$ cat config.mk
export PLATFORM = sky130hd
export DESIGN_NAME = tcp_msg_poller_meta_ctrl
export DESIGN_NICKNAME = d
export VERILOG_FILES = /design/src/rtl/tcp_msg_poller_meta_ctrl.sv
export SDC_FILE = /design/constraint.sdc
export NUM_CORES = 1
export LEC_CHECK = 0
export ABC_AREA = 1
export BUFFER_PORTS_ARGS = -buffer_cell sky130_fd_sc_hd__buf_2
export CORE_MARGIN = 2
export CORE_UTILIZATION = 48
export CTS_BUF_LIST = sky130_fd_sc_hd__clkbuf_16
export CTS_CLUSTER_SIZE = 30
export DETAILED_ROUTE_END_ITERATION = 16
export PLACE_DENSITY = 0.86
export SLEW_MARGIN = 10
export SYNTH_ARGS = -nofsm -noshare
export SYNTH_HDL_FRONTEND = slang
export SYNTH_SLANG_ARGS = --single-unit
$ cat constraint.sdc
create_clock -name clk -period 1.36 [get_ports clk]
set_clock_uncertainty 0.15 [all_clocks]
set_input_delay 0.272 -clock clk [delete_from_list [all_inputs] [get_ports clk]]
set_output_delay 0.272 -clock clk [all_outputs]
set_load 0.01 [all_outputs]
$ cat src/rtl/tcp_msg_poller_meta_ctrl.sv
// Control FSM for the TCP message-poller metadata path.
// Accepts one message request at a time and commits it to the per-flow
// message-request memory. A flow that is not yet active also gets its active
// bit set and its flowid enqueued. A request for an already-active flow only
// overwrites that flow's memory entry (merge).
//
// Handshake rule used on every interface below: a transfer happens in a cycle
// where val && rdy are both high at the rising edge. Once this block raises a
// val, it holds the val high until the transfer happens or reset. It never
// raises a val again for a transfer that has already completed.
module tcp_msg_poller_meta_ctrl #(
  parameter int unsigned CNT_W = 16
) (
  input  logic             clk,
  input  logic             rst_n,
  input  logic             src_poller_msg_req_val,
  output logic             poller_src_msg_req_rdy,
  output logic             ctrl_data_store_inputs,
  input  logic             data_ctrl_req_pending,
  output logic             ctrl_msg_req_mem_wr_val,
  input  logic             msg_req_mem_ctrl_wr_rdy,
  output logic             ctrl_active_bitvec_set_req_val,
  input  logic             active_bitvec_ctrl_set_req_rdy,
  output logic             ctrl_msg_req_q_wr_req_val,
  input  logic             msg_req_q_ctrl_wr_req_rdy,
  output logic [CNT_W-1:0] ctrl_enq_cnt,
  output logic [CNT_W-1:0] ctrl_merge_cnt,
  output logic [1:0]       dbg_state
);

  typedef enum logic [1:0] {
    ST_IDLE   = 2'd0,
    ST_MEM_WR = 2'd1,
    ST_ENQ    = 2'd2
  } state_e;

  localparam logic [CNT_W-1:0] CNT_ONE = CNT_W'(1);

  state_e           state_q, state_d;
  logic             q_done_q, q_done_d;
  logic             bv_done_q, bv_done_d;
  logic [CNT_W-1:0] enq_cnt_q, enq_cnt_d;
  logic [CNT_W-1:0] merge_cnt_q, merge_cnt_d;

  logic in_idle;
  logic mem_val;
  logic q_val;
  logic bv_val;
  logic req_hs;
  logic mem_hs;
  logic q_hs;
  logic bv_hs;
  logic q_fin;
  logic bv_fin;

  // Raw request strobes. They depend only on the registered state and flags,
  // except for the datapath load strobe, which follows the source val while idle.
  assign in_idle = (state_q == ST_IDLE);
  assign mem_val = (state_q == ST_MEM_WR);
  assign q_val   = (state_q == ST_ENQ) && !q_done_q;
  assign bv_val  = (state_q == ST_ENQ) && !bv_done_q;

  assign req_hs  = in_idle && src_poller_msg_req_val;
  assign mem_hs  = mem_val && msg_req_mem_ctrl_wr_rdy;
  assign q_hs    = q_val && msg_req_q_ctrl_wr_req_rdy;
  assign bv_hs   = bv_val && active_bitvec_ctrl_set_req_rdy;
  assign q_fin   = q_done_q || q_hs;
  assign bv_fin  = bv_done_q || bv_hs;

  // While reset is held, keep all vals low and report ready,
  // even before the state register has been cleared.
  assign poller_src_msg_req_rdy         = !rst_n || in_idle;
  assign ctrl_data_store_inputs         = rst_n && req_hs;
  assign ctrl_msg_req_mem_wr_val        = rst_n && mem_val;
  assign ctrl_msg_req_q_wr_req_val      = rst_n && q_val;
  assign ctrl_active_bitvec_set_req_val = rst_n && bv_val;
  assign ctrl_enq_cnt                   = enq_cnt_q;
  assign ctrl_merge_cnt                 = merge_cnt_q;
  assign dbg_state                      = state_q;

  // Next-state, done-flag and counter logic for one request at a time.
  always_comb begin
    state_d     = state_q;
    q_done_d    = q_done_q;
    bv_done_d   = bv_done_q;
    enq_cnt_d   = enq_cnt_q;
    merge_cnt_d = merge_cnt_q;
    case (state_q)
      ST_IDLE: begin
        if (src_poller_msg_req_val) state_d = ST_MEM_WR;
      end
      ST_MEM_WR: begin
        // Pending is sampled when the write is accepted, not when the request
        // arrives. The poller may clear the flow while the write is stalled.
        if (msg_req_mem_ctrl_wr_rdy) begin
          if (data_ctrl_req_pending) begin
            state_d     = ST_IDLE;
            merge_cnt_d = merge_cnt_q + CNT_ONE;
          end else begin
            state_d = ST_ENQ;
          end
        end
      end
      ST_ENQ: begin
        if (q_fin && bv_fin) begin
          state_d   = ST_IDLE;
          q_done_d  = 1'b0;
          bv_done_d = 1'b0;
          enq_cnt_d = enq_cnt_q + CNT_ONE;
        end else begin
          q_done_d  = q_fin;
          bv_done_d = bv_fin;
        end
      end
      default: state_d = ST_IDLE;
    endcase
  end

  // State, flag and counter registers with synchronous active-low clear.
  always_ff @(posedge clk) begin
    if (!rst_n) begin
      state_q     <= ST_IDLE;
      q_done_q    <= 1'b0;
      bv_done_q   <= 1'b0;
      enq_cnt_q   <= '0;
      merge_cnt_q <= '0;
    end else begin
      state_q     <= state_d;
      q_done_q    <= q_done_d;
      bv_done_q   <= bv_done_d;
      enq_cnt_q   <= enq_cnt_d;
      merge_cnt_q <= merge_cnt_d;
    end
  end

endmodule

======== After elaboration in Yosys (flattened, before gate mapping) ========
Cells that the tools add are included.
storage, ports and cells
  register bits after elaboration ......... 36
operators by class
  $add $sub $neg .......................... 2
  equality and inequality tests ........... 5
  mux-type cells .......................... 7
  reductions and logical operators ........ 20
operator list
  operator                                                                  count
  16-bit by 1-bit adder with 16-bit output (second input constant)          2
  1-bit logical AND                                                         10
  2-bit two-way mux                                                         4
  2-bit one-hot mux with 3 select lines                                     1
  3-bit AND reduction                                                       2
  2-bit inequality test (second input constant)                             2
  1-bit logical NOT                                                         3
  1-bit logical OR                                                          3
  2-bit by 1-bit == test with 1-bit output (second input constant)          1
  2-bit == test (second input constant)                                     1
  2-bit logical NOT                                                         1
  1-bit two-way mux                                                         2
  2-bit by 1-bit inequality test with 1-bit output (second input constant)  1
  2-bit AND reduction                                                       1

======== Depth between registers and ports, before layout ========
Gate-level depths: netlist of the first run.
  depth after elaboration ................. 7
  gate-level depth with buffers ........... 9
  depth with buffers taken out ............ 9

======== Least setup slack after synthesis of the first run ========
Ideal clock, no wire load.
  kind .................................... reg2reg
  from .................................... reg enq_cnt_q[1] (netlist: ctrl_enq_cnt[1])
  to ...................................... reg enq_cnt_q[10] (netlist: ctrl_enq_cnt[10])
  library setup time ...................... 0.128 ns
  data arrival time ....................... 1.250 ns
  slack ................................... -0.167 ns
  stages on the path, launching flop included .. 8
  clock period less this slack ............ 1.527 ns
  cells stage by stage .................... dfxtp_1 ha_1 nand3_2 nor2_4 nand2_1 nor2_4 xnor2_1 nor2_1
on the way
  cells in the longest elaborated chain, start to end .. 1
ends and longest elaborated chain
  item                                      line  source
  start: declaration                        42    logic [CNT_W-1:0] enq_cnt_q, enq_cnt_d;
  start signal: assignment                  131   enq_cnt_q <= enq_cnt_d;
  16-bit by 1-bit adder with 16-bit output  109   enq_cnt_d = enq_cnt_q + CNT_ONE;
No other way between the ends.
A chain may end at the register's enable or synchronous reset.

======== Final worst setup path of the first run ========
  from .................................... reg state_q[0] (netlist: dbg_state[0])
  to ...................................... reg enq_cnt_q[3] (netlist: ctrl_enq_cnt[3])
on the way
  cells in the longest elaborated chain, start to end .. 6
  elaborated cells on any way between the ends .. 9
  those cells by class .................... eq/ne: 1; reduce/logical: 8
ends and longest elaborated chain
  item                                         line        source
  start: declaration                           39          state_e state_q, state_d;
  start signal: assignment                     128         state_q <= state_d;
  2-bit == test (*)                            60, 61, 88
  1-bit logical AND, on equally long branches  60, 61
  1-bit logical AND, on equally long branches  65, 66
  1-bit logical OR, on equally long branches   67, 68
  1-bit logical AND                            105         if (q_fin && bv_fin) begin
  2-bit AND reduction (no line) (*)            --
Every way passes the cells marked *; elsewhere a longest branch is shown, timed or not.

==> run summary, run 1 <==
sequential share of the synthesized area -> 37.7%
GRT Total Usage -> 26.1%
post-synthesis adder-cell area fraction -> 1.31%
Hold Fails Final Rpt -> 0
Worst setup SP type -> flop
total power -> 2360 uW
synthesized instance count -> 278
1st-iter DRT viols -> 206
Netlist cell types -> 30
kind of critical path -> reg2reg
complex-gate fraction of the synthesized area -> 10.9%
initial antenna violation count -> 0
Yosys top cell by area -> dfxtp_1
Worst Hold Class -> in2reg
syn nets -> 287
# rows -> 22
clock sinks -> 36
final critical-path required period -> 1.60 ns
fmax -> 0.625 GHz
Layout Cells excl Fill -> 425
Avg Inst Size Synth -> 6.88 sq um
ys flop type -> dfxtp_1
Synth Register Bits -> 36
placed instance area -> 0.00248 sq mm
final WL -> 7.72 mm
post-route cell area -> 0.00316 sq mm
synth warn -> 0
crit path capture type -> flop
layout cell share with drive strength beyond 1 -> 51.5%
Tightest Pin Transition -> 0.428 ns
multiplexer share of the synthesized area -> 0%
routed len/inst -> 18.2 um
Leakage -> 0.00142 uW
detailed placer's ending HPWL -> 3.59 mm
nets -> 385
depth of the CTS H-tree -> 2
number of global-route vias before repair -> 1961
Worst VDD drop -> 0.772 mV
Inserted Diodes -> 0
via count -> 2438
Finished Core Util -> 84.3%
violated checks -> setup timing
main combinational cell family by area after synthesis -> simple AND/OR/NAND/NOR gates
PortBufs -> 45
DIE AREA -> 0.00451 sq mm
CTS tree -> built
GRT overflow -> 0
synthesized area -> 0.00191 sq mm
# DRC -> 0
initial core utilization -> 51.1%
first-pass iteration count of the detailed router -> 5
core area -> 0.00374 sq mm
Die Y-Extent -> 67.1 um
CP max FO -> 7
CTS Root Buffer Type -> clkbuf_16
max_slew headroom -> 71.4%
Post-synth top cells -> nand2_1 (60), nor2_1 (49), dfxtp_1 (36)
max cap viols -> 0
fin. max-slew vios -> 0
CP Data Arrival Time -> 1.61 ns
Routed Antenna Nets -> 0
P per Cell Area -> 749 mW/mm^2
placed insts -> 400
Die W -> 67.1 um
outcome -> complete, but fails checks
gp weighted congestion -> 0.829
RSZ-0062 raised after global routing -> yes
Longest Clk Path Bufs -> 2
Worst Path Required -> 1.37 ns
Synth Area in XOR/XNOR -> 1.83%
worst skew pair latency -> 0.28 ns
number of buffers created by CTS -> 5
largest net degree at the start of global routing -> 24
Worst-path clk slew -> 0.06 ns
fin crit share -> 118%
hold buffer count at CTS -> 0
ys async rst share -> 0%
Min Hold Slack -> 0.135 ns
final setup fails -> 38
vias per cell -> 5.74
first-pass GRT wire length -> 8.79 mm
most frequent cell after synthesis -> nand2_1
Post-synth EDFFs -> 0
worst setup margin -> -0.240 ns
I/O Pins -> 46
share of the synthesized area in the top cell type -> 37.7%
simple-gate area share of the yosys netlist -> 39.3%
synth top area cells -> dfxtp_1 (38%), nand2_1 (12%), nor2_1 (9.6%)
Area Overhead vs Synth -> 65.0%
-- cell usage in the layout, fill, tap and decap left out, types with 5 or more instances in the layout --
cell type | Yosys | layout
inv_1 | 35 | 35
o21ai_2 | 0 | 8
nand2_1 | 60 | 45
nand4_1 | 6 | 6
dfxtp_2 | 0 | 7
a21oi_1 | 19 | 15
buf_6 | 2 | 11
nand3_1 | 19 | 9
nand3_4 | 1 | 7
dfxtp_4 | 0 | 7
clkbuf_16 | 0 | 5
nor2_4 | 5 | 12
buf_4 | 0 | 37
nand3_2 | 2 | 6
nand2_2 | 2 | 14
buf_2 | 0 | 45
dfxtp_1 | 36 | 22
nor2_1 | 49 | 39
nor2_2 | 2 | 5
o21ai_1 | 2 | 5
-- layout make-up --
type,instances,area (sq um)
inverters,37,154
repair buffers,95,662
repair inverters,1,11.3
multi-input cells,200,1380
clock buffers,5,125
clock inverters,3,11.3
flip-flops and latches,36,756
well taps,48,60.1
fillers,204,587
-- flip-flops by register name (all words and copies together), names as in the netlist --
register	cells
ctrl_enq_cnt	16
ctrl_merge_cnt	16
dbg_state	2
bv_done_q	1
q_done_q	1
-- path summary, 6_finish.rpt --
path	to	cells past startpoint	startpoint	slack [ns]
worst max-delay path	ctrl_enq_cnt[3]	7	dbg_state[0]	-0.24
worst min-delay path	dbg_state[0]	3	msg_req_mem_ctrl_wr_rdy	0.14
worst max register to register	ctrl_enq_cnt[3]	7	dbg_state[0]	-0.24
worst min register to register	ctrl_merge_cnt[8]	2	ctrl_merge_cnt[8]	0.36
-- cells by family after synthesis --
group           Yosys count
compound gates           38
fa+ha+maj                 2
buf+inv                  42
xor+xnor                  4
flops                    36
simple gates            156
-- per-layer routing --
layer | vias to the layer above | wire length, um | track usage (%)
met5 | - | 0 | 0
met4 | 0 | 447 | 9.95
met3 | 48 | 568 | 4.33
met2 | 161 | 3850 | 47.6
met1 | 1151 | 2860 | 30.4
li1 | 1078 | - | -
-- critical path: stages (launching register included) --
cell	delay (ns)
dfxtp_4	0.35
inv_4	0.07
nand2_4	0.06
a21oi_4	0.20
nand2_8	0.13
buf_8	0.17
nor3_1	0.24
nor2_1	0.11
-- power by group --
group	total [uW]	switching [uW]	leakage (uW)	internal, uW
sequential	1070	11.6	0.000299	1050
clock	1090	430	0.0000738	659
combinational	210	123	0.00104	86.6
-- through the flow --
step,setup slack (ns),TNS [ns]
finish,-0.240,-4.68
CTS,-0.186,-2.27
global route,-0.250,-6.84
floorplan,0.00982,0
global placement,-0.0857,-0.450
detailed placement,-0.169,-1.54
-- repair_timing --
item,4_1_cts,5_1_grt
buffers inserted,10,8
cloned,1,0
pin swaps,11,34
setup endpoints to repair,35,40
resized for setup,40,75
Power figures use the tool's default switching activity.
==> run 2, diff against run 1 <==
--- a/config.mk
+++ b/config.mk
@@ -13,6 +13,7 @@
 export CTS_CLUSTER_SIZE = 30
 export DETAILED_ROUTE_END_ITERATION = 16
 export PLACE_DENSITY = 0.86
+export SKIP_LAST_GASP = 1
 export SLEW_MARGIN = 10
 export SYNTH_ARGS = -nofsm -noshare
 export SYNTH_HDL_FRONTEND = slang
==> run summary, run 2 (synthesized netlist as in run 1, its figures left out) <==
routed len/inst -> 17.4 um
final critical-path required period -> 1.62 ns
max_slew headroom -> 72.4%
outcome -> complete, but fails checks
placed insts -> 400
Setup TNS -> -5.00 ns
CTS Root Buffer Type -> clkbuf_16
via count -> 2420
Buf+Inv Stages, Crit Path -> 2
Worst VDD drop -> 0.658 mV
DIE AREA -> 0.00451 sq mm
first-pass iteration count of the detailed router -> 5
I/O Pins -> 46
Worst Hold Class -> in2reg
crit path capture type -> flop
GRT Total Usage -> 26.1%
Longest Clk Path Bufs -> 2
Leakage -> 0.00141 uW
first-pass GRT wire length -> 8.79 mm
number of global-route vias before repair -> 1962
Worst setup SP type -> flop
max cap viols -> 0
max incr delay on CP -> 0.36 ns
core area -> 0.00374 sq mm
Finished Core Util -> 83.5%
placed instance area -> 0.00248 sq mm
Worst Path Required -> 1.37 ns
kind of critical path -> reg2reg
fmax -> 0.619 GHz
Tightest Pin Transition -> 0.414 ns
Layout Cells excl Fill -> 425
Die W -> 67.1 um
hold buffer count at CTS -> 0
GRT overflow -> 0
RSZ-0062 raised after global routing -> yes
worst setup margin -> -0.256 ns
clock sinks -> 36
nets -> 385
fin crit share -> 119%
initial core utilization -> 51.1%
Area Overhead vs Synth -> 63.4%
detailed placer's ending HPWL -> 3.59 mm
layout cell share with drive strength beyond 1 -> 50.1%
final setup fails -> 39
vias per cell -> 5.69
depth of the CTS H-tree -> 2
PortBufs -> 45
CP max stage cell -> dfxtp_4
final WL -> 7.38 mm
Routed Antenna Nets -> 0
# rows -> 22
number of buffers created by CTS -> 5
1st-iter DRT viols -> 278
commonest non-fill, non-tap cell in the layout -> nand2_1
largest net degree at the start of global routing -> 24
Die Y-Extent -> 67.1 um
Inserted Diodes -> 0
P per Cell Area -> 755 mW/mm^2
worst skew pair latency -> 0.28 ns
violated checks -> setup timing
Fill cells -> 204
initial antenna violation count -> 0
# DRC -> 0
CTS tree -> built
CP Data Arrival Time -> 1.62 ns
Hold Fails Final Rpt -> 0
commonest cells after routing, fill and taps aside -> nand2_1 (47), buf_2 (45), nor2_1 (40), buf_4 (38), inv_1 (35)
post-route cell area -> 0.00313 sq mm
Worst-path clk slew -> 0.06 ns
CP max FO -> 7
CP delay by family, top -> simple AND/OR/NAND/NOR gates
gp weighted congestion -> 0.829
Cell Chain, Critical Path -> inv_4 -> nand2_4 -> a21oi_4 -> nand2_8 -> buf_8 -> nor3_1 -> nor2_1
fin. max-slew vios -> 0
-- run 2: what timing repair did --
action,4_1_cts,5_1_grt
setup endpoints to repair,35,41
buffers inserted,10,8
pin swaps,11,32
gates cloned,1,0
gates resized for setup,38,68
-- run 2: path summary, 6_finish.rpt --
path | from | end | slack [ns] | depth (start not counted)
setup / recovery | dbg_state[0] | ctrl_enq_cnt[3] | -0.26 | 7
hold / removal | msg_req_mem_ctrl_wr_rdy | dbg_state[0] | 0.14 | 3
setup reg to reg | dbg_state[0] | ctrl_enq_cnt[3] | -0.26 | 7
hold reg to reg | ctrl_merge_cnt[9] | ctrl_merge_cnt[9] | 0.37 | 2
-- run 2: metrics by stage --
step | setup WS [ns] | hold slack (ns) | total power, uW
after global placement | -0.0857 | 0.327 | 1230
after detailed placement | -0.169 | 0.336 | 1240
after global routing | -0.316 | 0.147 | 2410
after CTS | -0.186 | 0.123 | 2310
after floorplan | 0.00982 | 0.250 | 1170
final | -0.256 | 0.143 | 2360
-- run 2: routing by layer --
layer / routed length [um] / GRT usage, % / up-vias
met4: 395 / 9.95 / 0
met5: 0 / 0 / -
met3: 573 / 4.33 / 60
li1: - / - / 1083
met2: 3600 / 47.6 / 168
met1: 2810 / 30.4 / 1109
-- run 2: cell type report --
class	count	area [sq um]	area share [%]
timing repair inverter	1	11.3	0.360
multi-input combinational	200	1350	43.3
inverter	37	154	4.92
tap	48	60.1	1.92
clock buffer	5	125	4.00
sequential	36	753	24.1
timing repair buffer	95	658	21.1
clock inverter	3	11.3	0.360
-- run 2: worst reg2reg max path: cells and delay by family, from the launching register on --
| kind | cells | cell delay [ns] |
|---|---|---|
| AO/OA/AOI/OAI | 1 | 0.20 |
| buffers and inverters | 2 | 0.24 |
| flip-flops | 1 | 0.36 |
| AND/OR/NAND/NOR | 4 | 0.54 |
-- run 2: where the power goes --
group          switching [uW]  internal [uW]
clock                     435            659
combinational             116           83.2
sequential               12.1           1050
total                     563           1800
==> run 3, diff against run 2 <==
--- a/config.mk
+++ b/config.mk
@@ -7,12 +7,14 @@
 export LEC_CHECK = 0
 export ABC_AREA = 1
 export BUFFER_PORTS_ARGS = -buffer_cell sky130_fd_sc_hd__buf_2
+export CELL_PAD_IN_SITES_DETAIL_PLACEMENT = 1
+export CELL_PAD_IN_SITES_GLOBAL_PLACEMENT = 1
 export CORE_MARGIN = 2
-export CORE_UTILIZATION = 48
+export CORE_UTILIZATION = 33
 export CTS_BUF_LIST = sky130_fd_sc_hd__clkbuf_16
 export CTS_CLUSTER_SIZE = 30
 export DETAILED_ROUTE_END_ITERATION = 16
-export PLACE_DENSITY = 0.86
+export PLACE_DENSITY = 0.84
 export SKIP_LAST_GASP = 1
 export SLEW_MARGIN = 10
 export SYNTH_ARGS = -nofsm -noshare
==> constraint.sdc (replaced) <==
create_clock -name clk -period 1.36 [get_ports clk]
set_clock_uncertainty 0.15 [all_clocks]
set_input_delay 0.136 -clock clk [delete_from_list [all_inputs] [get_ports clk]]
set_output_delay 0.136 -clock clk [all_outputs]
set_load 0.01 [all_outputs]
==> run summary, run 3 (synthesized netlist as in run 1, its figures left out) <==
worst skew pair latency -> 0.28 ns
Clock power frac -> 46.8%
max_slew headroom -> 68.6%
detailed placer's ending HPWL -> 4.26 mm
gp weighted congestion -> 0.833
CP Data Arrival Time -> 1.54 ns
placed instance area -> 0.00252 sq mm
number of global-route vias before repair -> 2202
violated checks -> setup timing
crit path capture type -> flop
via count -> 2187
Switch Pwr -> 574 uW
Worst VDD drop -> 0.451 mV
CTS Root Buffer Type -> clkbuf_16
max cap viols -> 0
GRT overflow -> 0
post-route cell area -> 0.00301 sq mm
layout cell share with drive strength beyond 1 -> 45.1%
DIE AREA -> 0.00642 sq mm
Die Y-Extent -> 80.1 um
fmax -> 0.662 GHz
worst setup margin -> -0.150 ns
Worst setup SP type -> flop
CP max FO -> 4
P per Cell Area -> 791 mW/mm^2
Area Overhead vs Synth -> 57.3%
Seq pwr share -> 44.6%
R2R Setup Slk -> -0.15 ns
core area -> 0.00554 sq mm
fin. max-slew vios -> 0
total power -> 2380 uW
largest net degree at the start of global routing -> 26
initial antenna violation count -> 0
# rows -> 27
commonest cells after routing, fill and taps aside -> nand2_1 (53), buf_2 (43), nor2_1 (41), buf_4 (40), inv_1 (34)
initial core utilization -> 34.5%
Combinational Power Share -> 8.5%
depth of the CTS H-tree -> 2
# DRC -> 0
outcome -> complete, but fails checks
CTS tree -> built
nets -> 383
sw frac -> 24.1%
RSZ-0062 raised after global routing -> yes
Worst Hold Class -> in2reg
Worst Path Required -> 1.39 ns
Inserted Diodes -> 0
Die W -> 80.1 um
Hold Fails Final Rpt -> 0
final setup fails -> 33
kind of critical path -> reg2reg
clock sinks -> 36
GRT Total Usage -> 19.8%
routed len/inst -> 13.9 um
final critical-path required period -> 1.51 ns
Longest Clk Path Bufs -> 2
Min Hold Slack -> 0.0166 ns
Int Power -> 1810 uW
vias per cell -> 4.89
final WL -> 6.22 mm
PortBufs -> 45
1st-iter DRT viols -> 41
Fill cells -> 713
I/O Pins -> 46
Setup TNS -> -2.18 ns
first-pass iteration count of the detailed router -> 4
Tightest Pin Transition -> 0.470 ns
Worst-path clk slew -> 0.06 ns
commonest non-fill, non-tap cell in the layout -> nand2_1
first-pass GRT wire length -> 10.0 mm
Leakage -> 0.00137 uW
Routed Antenna Nets -> 0
fin crit share -> 111%
number of buffers created by CTS -> 5
run 3: changes by cell type in the layout (fill, tap and decap cells not counted), moves of 2 or more:
cell / previous run / this run
o21ai_2: 8 / 3
a21oi_2: 4 / 2
buf_2: 45 / 43
a21oi_1: 15 / 17
nand3_4: 6 / 4
nand2_1: 47 / 53
nand2_2: 13 / 8
xnor2_1: 0 / 2
buf_4: 38 / 40
xnor2_2: 3 / 1
o21ai_0: 1 / 7
clkinv_2: 0 / 2
run 3: per-stage QoR:
step	util [%]	setup slack, ns	instances
floorplan	-	0.00982	278
global placement	45.4	-0.0695	425
detailed placement	45.4	-0.132	425
CTS	51.2	-0.0967	441
global route	54.3	-0.219	447
finish	54.3	-0.150	447
run 3: worst max-delay path: stages (launching register included):
cell	delay, ns
dfxtp_4	0.37
inv_4	0.07
nand2_2	0.08
nor2_4	0.12
buf_6	0.12
buf_12	0.10
nand3_4	0.11
nor2_4	0.13
nand3_2	0.07
nand2_1	0.06
nor2_1	0.04
run 3: worst paths after layout:
path | startpoint | endpoint | cells past startpoint
worst max-delay path | dbg_state[1] | ctrl_merge_cnt[15] | 10
worst min-delay path | data_ctrl_req_pending | dbg_state[1] | 4
worst min register to register | ctrl_merge_cnt[9] | ctrl_merge_cnt[9] | 2
worst max register to register | dbg_state[1] | ctrl_merge_cnt[15] | 10
run 3: power by group through the flow:
stage	registers [uW]	logic, uW	clock network, uW
floorplan	1090	78.0	0
global placement	1090	148	0
detailed placement	1090	154	0
CTS	1070	180	1150
global route	1060	220	1200
finish	1060	203	1120
run 3: final cells by class:
type                       instances  area [sq um]  share of cell area [%]
multi-input combinational        200          1220                    40.7
timing repair buffer              94           647                    21.5
clock buffer                       5           125                    4.16
clock inverter                     3          13.8                   0.457
inverter                          37           151                    5.03
tap                               72          90.1                    2.99
sequential                        36           757                    25.2
run 3: what timing repair did:
action,in CTS,in global routing
pin swaps,3,15
buffers inserted,7,6
hold buffers,1,0
gates resized for setup,25,43
setup endpoints to repair,29,37
hold endpoints to repair,1,0
run 3: layer usage:
layer	up-vias	track usage, %	part of all wire (%)	routed length, um
met1	1065	22.1	41	2540
met5	-	0	0	0
met2	35	37.6	55	3390
li1	1081	-	-	-
met3	6	4.49	3.6	225
met4	0	4.58	0.98	61
